[src/rtl/ext_irq_ctrl.sv]
// ext_irq_ctrl: IRQ_NUM-source prioritised external interrupt controller with an AXI4-Lite register slave.
// Level-triggered gateways by default; defining EXT_IRQ_EDGE_EN switches them to rising-edge capture.
module ext_irq_ctrl #(
  parameter int unsigned IRQ_NUM = 8,
  parameter int unsigned PRIO_W  = 3
) (
  input  logic               clk,
  input  logic               rst_n,
  input  logic [IRQ_NUM-1:0] irq_src_i,
  output logic               ex_trap_valid_o,
  input  logic               ex_trap_ready_i,
  input  logic [31:0]        plic_axi_awaddr,
  input  logic [2:0]         plic_axi_awprot,
  input  logic               plic_axi_awvalid,
  output logic               plic_axi_awready,
  input  logic [31:0]        plic_axi_wdata,
  input  logic [3:0]         plic_axi_wstrb,
  input  logic               plic_axi_wvalid,
  output logic               plic_axi_wready,
  output logic [1:0]         plic_axi_bresp,
  output logic               plic_axi_bvalid,
  input  logic               plic_axi_bready,
  input  logic [31:0]        plic_axi_araddr,
  input  logic [2:0]         plic_axi_arprot,
  input  logic               plic_axi_arvalid,
  output logic               plic_axi_arready,
  output logic [31:0]        plic_axi_rdata,
  output logic [1:0]         plic_axi_rresp,
  output logic               plic_axi_rvalid,
  input  logic               plic_axi_rready
);
  localparam int unsigned IDW      = 5;
  localparam logic [5:0]  PRIO_BEG = 6'd8;
  localparam logic [5:0]  PRIO_END = 6'(8 + IRQ_NUM);

  logic [IRQ_NUM:1]  src, set_req;
  logic [IRQ_NUM:1]  pending_q, pending_d, enable_q, enable_d, in_svc_q, in_svc_d;
  logic [PRIO_W-1:0] thresh_q, thresh_d, best;
  logic [PRIO_W-1:0] prio_q [1:IRQ_NUM];
  logic [PRIO_W-1:0] prio_d [1:IRQ_NUM];
  logic [IDW-1:0]    last_q, last_d, winner, claim_id, cmpl_id;
  logic              valid_q;
  logic              awready_q, bvalid_q, arready_q, rvalid_q;
  logic [1:0]        bresp_q, rresp_q;
  logic [31:0]       rdata_q, rword, en_old, en_new;
  logic [5:0]        wa_w, ra_w;
  logic              wr_fire, rd_fire, wa_ok, ra_ok;
  logic              unused_ok;

  function automatic logic addr_ok(input logic [5:0] w);
    return (w <= 6'd4) || (w >= PRIO_BEG && w < PRIO_END);
  endfunction

  assign src     = irq_src_i;
  assign wa_w    = plic_axi_awaddr[7:2];
  assign ra_w    = plic_axi_araddr[7:2];
  assign wa_ok   = addr_ok(wa_w);
  assign ra_ok   = addr_ok(ra_w);
  assign wr_fire = awready_q & plic_axi_awvalid & plic_axi_wvalid;
  assign rd_fire = arready_q & plic_axi_arvalid;

  assign unused_ok = ^{plic_axi_awprot, plic_axi_arprot, plic_axi_awaddr[31:8], plic_axi_awaddr[1:0],
                       plic_axi_araddr[31:8], plic_axi_araddr[1:0], en_new};

`ifdef EXT_IRQ_EDGE_EN
  logic [IRQ_NUM:1] prev_q;
  always_ff @(posedge clk or negedge rst_n) begin
    if (!rst_n) prev_q <= '0;
    else        prev_q <= src;
  end
  assign set_req = src & ~prev_q & ~pending_q;
`else
  assign set_req = src & ~in_svc_q & ~pending_q;
`endif

  // Highest priority wins; strict '>' while scanning upward keeps the lowest ID on ties.
  always_comb begin
    winner = '0;
    best   = '0;
    for (int unsigned i = 1; i <= IRQ_NUM; i++) begin
      if (pending_q[i] && enable_q[i] && prio_q[i] > thresh_q && prio_q[i] > best) begin
        best   = prio_q[i];
        winner = IDW'(i);
      end
    end
  end

  always_comb begin
    rword = '0;
    case (ra_w)
      6'd0: rword[IRQ_NUM:1]  = pending_q;
      6'd1: rword[IRQ_NUM:1]  = enable_q;
      6'd2: rword[PRIO_W-1:0] = thresh_q;
      6'd3: rword[IDW-1:0]    = winner;
      6'd4: rword[IDW-1:0]    = last_q;
      default: begin
        for (int unsigned i = 1; i <= IRQ_NUM; i++)
          if (ra_w == 6'(7 + i)) rword[PRIO_W-1:0] = prio_q[i];
      end
    endcase
  end

  always_comb begin
    claim_id = (rd_fire && ra_w == 6'd3) ? winner : '0;
    cmpl_id  = (wr_fire && wa_w == 6'd3 && plic_axi_wdata[31:IDW] == '0) ? plic_axi_wdata[IDW-1:0] : '0;
    en_old   = '0;
    en_old[IRQ_NUM:1] = enable_q;
    for (int unsigned b = 0; b < 4; b++)
      en_new[8*b +: 8] = plic_axi_wstrb[b] ? plic_axi_wdata[8*b +: 8] : en_old[8*b +: 8];

    pending_d = pending_q;
    in_svc_d  = in_svc_q;
    enable_d  = enable_q;
    thresh_d  = thresh_q;
    prio_d    = prio_q;
    last_d    = (ex_trap_ready_i && valid_q) ? winner : last_q;

    // A claim and complete of the same ID in one cycle leaves it in service.
    for (int unsigned i = 1; i <= IRQ_NUM; i++) begin
      if (claim_id == IDW'(i)) begin
        pending_d[i] = 1'b0;
        in_svc_d[i]  = 1'b1;
      end else if (cmpl_id == IDW'(i)) begin
        in_svc_d[i]  = 1'b0;
      end
      if (set_req[i]) pending_d[i] = 1'b1;
    end

    if (wr_fire && wa_ok) begin
      if (wa_w == 6'd1) enable_d = en_new[IRQ_NUM:1];
      if (wa_w == 6'd2 && plic_axi_wstrb[0]) thresh_d = plic_axi_wdata[PRIO_W-1:0];
      for (int unsigned i = 1; i <= IRQ_NUM; i++)
        if (wa_w == 6'(7 + i) && plic_axi_wstrb[0]) prio_d[i] = plic_axi_wdata[PRIO_W-1:0];
    end
  end

  always_ff @(posedge clk or negedge rst_n) begin
    if (!rst_n) begin
      pending_q <= '0;
      enable_q  <= '0;
      in_svc_q  <= '0;
      thresh_q  <= '0;
      last_q    <= '0;
      valid_q   <= 1'b0;
      for (int unsigned i = 1; i <= IRQ_NUM; i++) prio_q[i] <= '0;
      awready_q <= 1'b0;
      bvalid_q  <= 1'b0;
      bresp_q   <= '0;
      arready_q <= 1'b0;
      rvalid_q  <= 1'b0;
      rresp_q   <= '0;
      rdata_q   <= '0;
    end else begin
      pending_q <= pending_d;
      enable_q  <= enable_d;
      in_svc_q  <= in_svc_d;
      thresh_q  <= thresh_d;
      prio_q    <= prio_d;
      last_q    <= last_d;
      valid_q   <= (winner != '0);

      awready_q <= plic_axi_awvalid & plic_axi_wvalid & ~bvalid_q & ~awready_q;
      if (bvalid_q && plic_axi_bready) begin
        bvalid_q <= 1'b0;
      end else if (wr_fire) begin
        bvalid_q <= 1'b1;
        bresp_q  <= wa_ok ? 2'b00 : 2'b10;
      end

      arready_q <= plic_axi_arvalid & ~rvalid_q & ~arready_q;
      if (rvalid_q && plic_axi_rready) begin
        rvalid_q <= 1'b0;
      end else if (rd_fire) begin
        rvalid_q <= 1'b1;
        rresp_q  <= ra_ok ? 2'b00 : 2'b10;
        rdata_q  <= ra_ok ? rword : '0;
      end
    end
  end

  assign ex_trap_valid_o  = valid_q;
  assign plic_axi_awready = awready_q;
  assign plic_axi_wready  = awready_q;
  assign plic_axi_bvalid  = bvalid_q;
  assign plic_axi_bresp   = bresp_q;
  assign plic_axi_arready = arready_q;
  assign plic_axi_rvalid  = rvalid_q;
  assign plic_axi_rresp   = rresp_q;
  assign plic_axi_rdata   = rdata_q;
endmodule

[config.mk]
export PLATFORM = sky130hd
export DESIGN_NAME = ext_irq_ctrl
export DESIGN_NICKNAME = d
export VERILOG_FILES = /design/src/rtl/ext_irq_ctrl.sv
export SDC_FILE = /design/constraint.sdc
export NUM_CORES = 1
export LEC_CHECK = 0
export ABC_CLOCK_PERIOD_IN_PS = 20500
export BUFFER_PORTS_ARGS = -buffer_cell sky130_fd_sc_hd__buf_2
export CAP_MARGIN = 20
export CELL_PAD_IN_SITES_DETAIL_PLACEMENT = 1
export CELL_PAD_IN_SITES_GLOBAL_PLACEMENT = 1
export CORE_ASPECT_RATIO = 1.2
export CORE_MARGIN = 2
export CORE_UTILIZATION = 42
export DETAILED_ROUTE_END_ITERATION = 12
export PLACE_DENSITY_LB_ADDON = 0.1
export SLEW_MARGIN = 20
export SYNTH_ARGS = -nofsm -noshare
export SYNTH_HDL_FRONTEND = slang
export SYNTH_SLANG_ARGS = --single-unit
[constraint.sdc]
create_clock -name clk -period 20.5 [get_ports clk]
set_input_delay 4.1 -clock clk [delete_from_list [all_inputs] [get_ports clk]]
set_output_delay 4.1 -clock clk [all_outputs]
set_load 0.01 [all_outputs]
==> results.txt, run 1 <==
The run gives 0 as the diode insertion count for antenna repair. Synthesis produced a netlist whose cell count is 527. After clock tree synthesis, the clock-pin slew on the worst setup and hold paths is 0.06 ns. At the end of routability-driven placement, the weighted congestion stood at 0.838. For this block, the initial DRC count from the detailed router was 150.

The iteration count of the initial detailed-routing pass was 4; the count of endpoints failing hold in the final timing report was 0. The tools report the core outline area as 0.0117 mm^2. STA classifies the critical path startpoint as a flip-flop. The logs give 0 for the number of slew-limit violations in the final report and 71 for the clock sink count. At the worst endpoint, the required time is 20.72 ns. Setup violations remaining at the end of the flow were counted as 0. Post-CTS repair changed the size of 0 cells. The via density per instance works out to 5.64. After clock tree synthesis, the flow added hold-fix buffers numbering 0. The total global routing overflow is 0, and the initial antenna violation count is 0. In this run the number of H-tree levels came out at 3.

The slowest stage of the critical path belongs to the cell nor4_1. The logs give 0 for the number of synthesis warnings and 75.0 MHz for the highest clock frequency the design can meet. Setup total negative slack on the finished layout was measured at 0 ns. The first global-routing pass estimated 24.0 mm of wire.

Across the VDD grid, the largest voltage drop is 0.0000428 V. The initial core utilization is 43.4%, and the pin slew with the least headroom to its limit is 0.936 ns. Of the synthesized area, sequential elements account for 35.0%. The most utilized layer in the global route result was met2.

The layout overhead on the synthesized area was 14.7%. Global routing used 23.6% of the available tracks across all layers. The total half-perimeter wirelength after legalization and detailed placement is 11.8 mm. The worst path in the final design needs a cycle of 13.34 ns, including I/O delays and setup. Across all layers, the routed design uses 4325 vias.

The run finished with clean final reports. Counting flops with an async set or reset pin after synthesis yields a share of 100%. Entering global routing, the biggest net connects 72 pins. The top cell types in the final layout, fill and taps aside, are buf_2 (78), dfrtp_1 (71), nand2_1 (48), ha_1 (41), mux2_2 (40). Once detail routing completed, the nets flagged for antenna violations numbered 0.

Counting along the longest clock path gives a buffer depth of 2. Dividing the detail-routed wire length by the instance count gives 19.6 um. Leaving out fill and tap cells, the most frequent cell in the layout is buf_2.

The number of clock buffers added by TritonCTS is 9. Worst slew slack as a fraction of its limit: 37.6%. The category of the most critical setup path was reg2reg. In this run the cell area of the synthesized design comes to 0.00507 mm^2.

At the end of the flow the core is filled with cells to 49.8%. After layout, the worst path uses 65.1% of the clock period. For the insertion delay of the later-clocked pin in the worst-skew pair, the log shows 0.34 ns. The number of buffers added on ports was 78; the power density of the placed cells was 56.9 mW/mm^2. Yosys attributes the largest share of cell area to dfrtp_1 (35%), ha_1 (10%), mux2_2 (8.9%). The count of unresolved DRC violations after routing was 0; the share of post-route cells with drive strength above 1 was 25.4%.

Counting distinct cell types in the post-synthesis netlist gives 61. The tools report the aggregate routed wire length as 15.1 mm. The logs give 3.72% for the global-route track usage on met3 and 768 for the total number of nets in the final design. Counting stages on the worst path, the most repeated cell is ha_1. CTS root buffer: clkbuf_16. The average instance in the mapped netlist occupies 9.62 um^2. The tools report the via count of the first global-routing pass as 4565.

The largest area contributor in the synthesized netlist is dfrtp_1. The floorplan has 43 rows. The leakage power figure was 2.92 nW. The met1 track demand over resource in global routing is 28.9%, and the count of boundary I/O pins is 164. TritonCTS built the clock tree. Setup repair after global routing left no endpoint under its margin.

For the worst setup path, the data arrival time is 13.56 ns. The worst min-delay path class is reg2reg. The portion of synthesized cell area occupied by the leading cell type is 35.0%, and the number of synthesized flops with an enable pin is 0.

Along the worst path, the maximum fanout reaches 11. The full die area is 0.0130 mm^2, and the setup clock skew after layout is 0.00625 ns. STA classifies the critical path endpoint as a flip-flop. For this run, the slowest stage of the critical path takes 0.75 ns. For this run, global-route usage on met2 was measured as 42.2%. The width of the die was 104 um; the total of flip-flops plus latches after synthesis was 71. The die is 124 um tall. For this run, the leading register cell type out of synthesis is dfrtp_1.

The number of setup buffers added after CTS was 0. The tool flagged a number of max-cap violations equal to 0.
==> layout make-up <==
type / instances / area (um^2)
well taps: 157 / 196
clock buffers: 10 / 229
inverters: 25 / 93.8
fillers: 1397 / 5860
repair buffers: 82 / 420
multi-input cells: 416 / 3040
flip-flops and latches: 71 / 1780
clock inverters: 6 / 61.3
==> registers in the layout (all words and copies together), names as in the netlist, 3 cells and up <==
signal / count
prio_q: 24
pending_q: 8
enable_q: 8
thresh_q: 3
plic_axi_rdata: 9
last_q: 4
in_svc_q: 8
==> critical path: cells and delay by family, from the launching register on <==
family / cells / cell delay [ns]
simple gates: 21 / 4.13
compound gates: 14 / 3.96
fa+ha+maj: 9 / 2.68
mux: 4 / 1.46
buf+inv: 2 / 0.60
flops: 1 / 0.38
==> per-layer routing <==
layer / share of wire, % / vias to the layer above
met3: 2.9 / 18
met5: 0 / -
met4: 1.8 / 0
li1: - / 2061
met2: 53 / 77
met1: 42 / 2169
==> logic make-up (layout without fill, tap and decap cells) <==
logic type	count (synthesis)	in the layout	synth area share, %
other	1	25	0.0740
muxes	56	56	13.0
AOI/OAI and AO/OA	113	113	15.6
buffers and inverters	64	123	6.96
DFF	71	71	35.0
adders and majority gates	44	44	10.7
and+or+nand+nor	178	178	18.6
==> stage by stage <==
step | total power (W) | cell area (um^2) | setup WS, ns | hold WS, ns | cells
finish | 0.000331 | 5810 | 7.16 | 0.467 | 767
global route | 0.000343 | 5810 | 6.16 | 0.476 | 767
CTS | 0.000333 | 5810 | 7.15 | 0.474 | 767
detailed placement | 0.000178 | 5520 | 7.26 | 0.464 | 751
global placement | 0.000177 | 5520 | 7.43 | 0.443 | 751
floorplan | 0.000165 | 5160 | 9.13 | 0.429 | 551
==> synthesized netlist by cell type (9+ instances only) <==
cell type,instances
a21oi_1,18
buf_4,26
dfrtp_1,71
ha_1,41
inv_1,25
mux2_2,40
mux2i_1,12
nand2_1,48
nand3_1,25
nand4_1,9
nor2_1,26
nor2b_1,9
nor3_1,10
nor4_1,10
o21ai_0,32
==> power breakdown <==
group,switching [W],total (W),leakage (nW),internal (W)
Sequential,0.00000270,0.000146,0.911,0.000143
Clock,0.0000613,0.000155,0.142,0.0000938
Combinational,0.0000184,0.0000296,1.87,0.0000112
Total,0.0000824,0.000331,2.92,0.000248
==> worst paths after layout <==
check	startpoint	to	slack, ns	depth (start not counted)
min in group asynchronous	rst_n	last_q[0]	3.98	2
setup reg to reg	thresh_q[2]	pending_q[2]	7.16	50
hold reg to reg	in_svc_q[8]	pending_q[8]	0.47	1
hold / removal	in_svc_q[8]	pending_q[8]	0.47	1
setup / recovery	thresh_q[2]	pending_q[2]	7.16	50
max in group asynchronous	rst_n	prio_q[14]	15.89	2
Power figures use the tool's default switching activity.
==> run 2: changes to the inputs <==
--- a/config.mk
+++ b/config.mk
@@ -5,14 +5,14 @@
 export SDC_FILE = /design/constraint.sdc
 export NUM_CORES = 1
 export LEC_CHECK = 0
-export ABC_CLOCK_PERIOD_IN_PS = 20500
+export ABC_CLOCK_PERIOD_IN_PS = 11720
 export BUFFER_PORTS_ARGS = -buffer_cell sky130_fd_sc_hd__buf_2
 export CAP_MARGIN = 20
 export CELL_PAD_IN_SITES_DETAIL_PLACEMENT = 1
 export CELL_PAD_IN_SITES_GLOBAL_PLACEMENT = 1
 export CORE_ASPECT_RATIO = 1.2
 export CORE_MARGIN = 2
-export CORE_UTILIZATION = 42
+export CORE_UTILIZATION = 35
 export DETAILED_ROUTE_END_ITERATION = 12
 export PLACE_DENSITY_LB_ADDON = 0.1
 export SLEW_MARGIN = 20
==> constraint.sdc (replaced) <==
create_clock -name clk -period 11.72 [get_ports clk]
set_input_delay 2.344 -clock clk [delete_from_list [all_inputs] [get_ports clk]]
set_output_delay 2.344 -clock clk [all_outputs]
set_load 0.01 [all_outputs]
==> results.txt, run 2 (synthesis results as in run 1) <==
The element type at the critical path start is a flip-flop. TritonCTS built the clock tree. The critical path depth in cells is 56 (+12%), and the maximum level of the CTS H-tree is 3 (unchanged). By instance count, the cell type seen most on the critical path is ha_1. For the pin count of the biggest net entering global routing, the log shows 72 (unchanged).

Share of the cycle needed by the critical path after routing: 94.4% (+29 points). In the layout the commonest cells are buf_2 (77), dfrtp_1 (71), nand2_1 (48), ha_1 (41), mux2_2 (40). The number of slew-limit violations in the final report is 0 (unchanged). The hold path startpoint is in_svc_q[7].

The hold path depth was 1 (unchanged); the via density per instance was 5.45 (-3.3%). The max-capacitance violation count was 0 (unchanged); the time the worst path needs with I/O delays and setup was 11.07 ns (-2.28 ns). The core outline area was 0.0143 mm^2 (+22%).

The total number of nets in the final design is 784 (+2.1%). For the via count of the first global-routing pass, the log shows 4774 (+4.6%). Count of endpoints failing hold in the final timing report: 0 (unchanged). The tools report the CTS root buffer as clkbuf_16. The iteration count of the initial detailed-routing pass was 4 (unchanged); the leakage power figure was 3.00 nW (+2.6%). The tools report the minimum hold slack as 0.466 ns (-0.000998 ns). The arrival time reported for the critical path endpoint is 11.26 ns (-2.30 ns).

Depth of the most critical reg-to-reg path: 56 (+12%). The critical path is of the reg2reg type. The share of post-route cells with drive strength above 1 was 28.2% (+2.8 points); the routed metal-1 wirelength was 6.73 mm (+5.7%). Total met2 wirelength after detailed routing: 8.33 mm (+4.3%).

The required time of the critical path was 11.91 ns (-8.81 ns). The pin slew with the least headroom to its limit came out at 1.03 ns (+0.0970 ns). Number of nets with antenna violations after detailed routing: 0 (unchanged). The most critical setup path has its startpoint at thresh_q[1]. The first-pass GRT wire length is 25.4 mm (+5.5%), and the initial antenna violation count is 0 (unchanged).

The die extent in y was 136 um (+9.2%); the flip-flop count of the largest register after layout was 24 (unchanged). The tools report the total half-perimeter wirelength after legalization and detailed placement as 12.4 mm (+5.5%). The clock sink count was 71 (unchanged). STA classifies the critical path endpoint as a flip-flop.

For the number of endpoints failing setup at the final stage, the log shows 0 (unchanged). prio_q holds more flip-flops than any other register. The insertion delay of the later-clocked pin in the worst-skew pair was 0.34 ns (about the same). The layout filler cell count came out at 1675 (+20%). Aggregate routed wire length: 16.0 mm (+6.1%). The min-delay analysis places its worst path in the category reg2reg. The worst IR drop on VDD is 0.0000577 V (+35%), and the number of buffers created by CTS is 9 (unchanged). The critical path's largest stage delay is 0.39 ns (-0.36 ns), and the total power consumption of the routed design is 0.000570 W (+72%).

The clock input transition at the sequential cells of the worst setup and hold paths is 0.06 ns (about the same), and the worst slew slack as a fraction of its limit is 30.3% (-7.3 points). The logs give 21.4% (-2.2 points) for the total global routing track utilization and 0 (unchanged) for the count of unresolved DRC violations after routing. For the footprint of the multi-input gates, the log shows 0.00307 mm^2 (+1.3%). Kind of cell adding the most delay to the critical path: compound AO/OA/AOI/OAI gates.

In this run the critical register-to-register path is launched from thresh_q[1]. The number of buffers added on ports works out to 78 (unchanged). Post-detailed-route wirelength per cell: 20.0 um (+1.7%). Top routing layer in use: met4.

The run gives 35.5% (-8.0 points) as the initial core utilization. The critical path's slowest cell is mux2_2. The run gives 0.845 (+0.84%) as the global placer's final weighted congestion. The count of buffer and inverter cells on the critical path was 4 (+2); the total global routing overflow was 0 (unchanged). Compared with the post-synthesis result, the final layout area differs by 18.3%.

For the area used by sequential logic in the layout, the log shows 0.00178 mm^2 (unchanged). The flow ran to the end, and the final reports show no timing, DRC or antenna violations. The logs give 90.4 MHz (+21%) for the highest clock frequency the design can meet and 0 (unchanged) for the diode insertion count for antenna repair. The violation count after the first detailed-routing iteration is 160 (+6.7%).

The largest fanout on the critical path is 9 (-2). The total length of routed met3 wires was 459 um (+5.8%). The power density of the placed cells works out to 95.1 mW/mm^2 (+67%). Leaving out fill and tap cells, the most frequent cell in the layout is buf_2.

The floorplan row count was 48 (+12%); the width of the die was 114 um (+9.2%). The run gives 0.00578 ns (-0.000469 ns) as the setup clock skew after layout. The total number of vias is 4363 (+0.88%), and the full die area is 0.0155 mm^2 (+19%). The tools report the count of boundary I/O pins as 164 (unchanged). The run gives 2 (unchanged) as the maximum clock insertion buffer count.
==> run 2: timing repair <==
action,CTS,global route
hold buffers,0,0
setup buffers,0,4
gates resized for setup,0,11
endpoints found under the setup margin,0,23
==> run 2: path summary, 6_finish.rpt <==
check                               endpoint  slack [ns]
setup / recovery           plic_axi_rdata[3]        0.65
hold / removal                  pending_q[7]        0.47
setup reg to reg           plic_axi_rdata[3]        0.65
hold reg to reg                 pending_q[7]        0.47
max in group asynchronous         prio_q[10]        8.94
min in group asynchronous          last_q[1]        2.14
==> run 2: final cells by class <==
type	instances	area share, %
Clock buffer	13	4.51
Clock inverter	2	0.250
Inverter	25	1.57
Multi-Input combinational cell	416	51.3
Sequential cell	71	29.6
Tap cell	175	3.65
Timing Repair Buffer	98	9.12
==> run 2: power by group <==
group	internal [W]	switching, W
logic	0.0000197	0.0000327
registers	0.000251	0.00000464
clock network	0.000159	0.000103
total	0.000430	0.000140
==> run 2: metal layers <==
metal	vias to the layer above	track usage, %
met4	0	8.88
met2	83	38.6
met1	2174	25.6
met3	25	2.94
li1	2081	-
met5	-	0
==> run 2: worst register-to-register path: cells and delay by family (launching register included) <==
family | cells | cell delay, ns
AOI/OAI and AO/OA | 16 | 3.13
adders and majority gates | 9 | 2.38
buffers and inverters | 4 | 0.47
DFF | 1 | 0.34
muxes | 5 | 1.66
and+or+nand+nor | 22 | 2.96
==> run 2: per-stage QoR <==
stage,std cells,util [%],setup WS (ns),setup TNS [ns],cell area (um^2)
global route,800,41.9,-0.0587,-0.148,6000
finish,800,41.9,0.653,0,6000
detailed placement,781,39.4,0.216,0,5630
floorplan,551,-,0.347,0,5160
CTS,796,41.4,0.156,0,5920
global placement,781,39.4,0.449,0,5630
==> run 3: changes to the inputs <==
--- a/config.mk
+++ b/config.mk
@@ -8,7 +8,7 @@
 export ABC_CLOCK_PERIOD_IN_PS = 11720
 export BUFFER_PORTS_ARGS = -buffer_cell sky130_fd_sc_hd__buf_2
 export CAP_MARGIN = 20
-export CELL_PAD_IN_SITES_DETAIL_PLACEMENT = 1
+export CELL_PAD_IN_SITES_DETAIL_PLACEMENT = 0
 export CELL_PAD_IN_SITES_GLOBAL_PLACEMENT = 1
 export CORE_ASPECT_RATIO = 1.2
 export CORE_MARGIN = 2
==> results.txt, run 3 (synthesis results as in run 1) <==
The logs give 36.5% (+6.2 points) for the worst slew slack as a fraction of its limit and 0 (unchanged) for the initial antenna violation count. The tools report the worst IR drop on VDD as 0.0000680 V (+18%). By instance count, the cell type seen most on the critical path is ha_1.

For the floorplan row count, the log shows 48 (unchanged). The highest clock frequency the design can meet was 90.6 MHz (+0.32%); the violation count after the first detailed-routing iteration was 256 (+60%). The count of endpoints failing hold in the final timing report is 0 (unchanged), and the aggregate routed wire length is 15.0 mm (-6.1%). The area growth from synthesis to layout is 19.0%. The number of buffers added on ports came out at 78 (unchanged). In the layout the commonest cells are buf_2 (77), dfrtp_1 (71), nand2_1 (48), ha_1 (41), mux2_2 (40). The share of the cycle needed by the critical path after routing was 94.1% (-0.30 points). The run finished with clean final reports.

The pin count of the biggest net entering global routing is 72 (unchanged), and the count of boundary I/O pins is 164 (unchanged). The run gives 0 (unchanged) as the number of slew-limit violations in the final report. The power density of the placed cells was 97.6 mW/mm^2 (+2.6%). The total number of vias is 4341 (-0.50%).

Register with the most flip-flops: prio_q. The via density per instance is 5.41 (-0.75%), and the number of nets with antenna violations after detailed routing is 0 (unchanged). The total power consumption of the routed design is 0.000589 W (+3.2%), and the initial core utilization is 35.5% (unchanged).

The core outline area is 0.0143 mm^2 (unchanged). The total global routing track utilization is 19.9% (-1.5 points), and the final standard cell utilization of the core is 42.2% (+0.25 points). The total half-perimeter wirelength after legalization and detailed placement is 11.5 mm (-7.7%). The tools report the element type at the critical path start as a flip-flop. The die extent in y is 136 um (unchanged). The critical path's largest stage delay works out to 0.39 ns (about the same). The required time of the critical path was 11.95 ns (+0.04 ns); the pin slew with the least headroom to its limit was 0.953 ns (-0.0800 ns). The library cell used most frequently in the layout, excluding fill and tap cells, is buf_2. Time the worst path needs with I/O delays and setup: 11.03 ns (-0.0351 ns). The logs give 71 (unchanged) for the clock sink count and 0 (unchanged) for the total global routing overflow. The setup clock skew after layout was 0.00469 ns (-0.00110 ns); the width of the die was 114 um (unchanged). Leakage power figure: 3.02 nW (+0.63%).

The tree is rooted in a clkbuf_16. The worst setup path is captured at a flip-flop. Flip-flop count of the largest register after layout: 24 (unchanged).

The insertion delay of the later-clocked pin in the worst-skew pair is 0.34 ns (about the same), and the diode insertion count for antenna repair is 0 (unchanged). The maximum level of the CTS H-tree was 3 (unchanged); the first-pass GRT wire length was 23.3 mm (-8.1%). The run gives 0 (unchanged) as the max-capacitance violation count. The number of cells in the design after placement was 781 (unchanged). Critical path's slowest cell: maj3_1. The share of post-route cells with drive strength above 1 is 28.7% (+0.55 points). The run gives 786 (+0.26%) as the total number of nets in the final design. The logs give 9 (unchanged) for the number of buffers created by CTS and 0.0155 mm^2 (unchanged) for the full die area. Largest fanout on the critical path: 9 (unchanged). The min-delay analysis places its worst path in the category reg2reg. On the critical path the largest part of the delay comes from simple AND/OR/NAND/NOR gates. The run gives 4280 (-10%) as the via count of the first global-routing pass.

The number of endpoints failing setup at the final stage is 0 (unchanged), and the clock input transition at the sequential cells of the worst setup and hold paths is 0.06 ns (about the same). The arrival time reported for the critical path endpoint is 11.26 ns (about the same), and the count of buffer and inverter cells on the critical path is 5 (+1). TritonCTS built the clock tree.

The post-detailed-route wirelength per cell works out to 18.7 um (-6.3%). By startpoint and endpoint, the worst setup path is classified as reg2reg. The final standard cell count with taps included and fillers excluded was 802 (+0.25%). For the iteration count of the initial detailed-routing pass, the log shows 6 (+2). For the count of unresolved DRC violations after routing, the log shows 0 (unchanged). Maximum clock insertion buffer count: 2 (unchanged). For the global placer's final weighted congestion, the log shows 0.845 (unchanged).
## run 3: cell type report
cell class,count,area (um^2)
flip-flops and latches,71,1780
well taps,175,219
repair buffers,100,558
multi-input cells,416,3080
clock inverters,3,42.5
clock buffers,12,256
inverters,25,93.8
fillers,1473,8260
## run 3: repair_timing
item / 4_1_cts / 5_1_grt
buffers inserted: 0 / 6
hold buffers: 0 / 0
gates resized for setup: 0 / 12
setup endpoints to repair: 0 / 25
## run 3: metrics by stage
stage / setup TNS (ns) / hold slack [ns] / setup WS [ns] / cell area, um^2
3_5_place_dp: 0 / 0.454 / 0.244 / 5630
6_report: 0 / 0.461 / 0.688 / 6030
3_3_place_gp: 0 / 0.447 / 0.449 / 5630
4_1_cts: 0 / 0.464 / 0.163 / 5930
5_1_grt: -0.164 / 0.491 / -0.0528 / 6030
2_1_floorplan: 0 / 0.429 / 0.347 / 5160
## run 3: where the power goes
part           internal, W  switching (W)
Sequential        0.000251     0.00000449
Clock             0.000175       0.000106
Combinational    0.0000197      0.0000325
Total             0.000445       0.000143
## run 3: worst paths after layout
check                      slack (ns)  cells after the start                end   startpoint
setup reg to reg                 0.69                     54       pending_q[5]  thresh_q[1]
min in group asynchronous        2.15                      1  plic_axi_rdata[2]        rst_n
hold / removal                   0.46                      1       pending_q[7]  in_svc_q[7]
hold reg to reg                  0.46                      1       pending_q[7]  in_svc_q[7]
setup / recovery                 0.69                     54       pending_q[5]  thresh_q[1]
max in group asynchronous        8.95                      1          prio_q[6]        rst_n
## run 3: routing by layer
layer  global-route usage [%]  vias to the layer above  part of all wire (%)
li1                         -                     2096                     -
met1                     24.6                     2161                    44
met2                     35.2                       66                    52
met3                     3.39                       18                   2.6
met4                     6.50                        0                   1.8
met5                        0                        -                     0
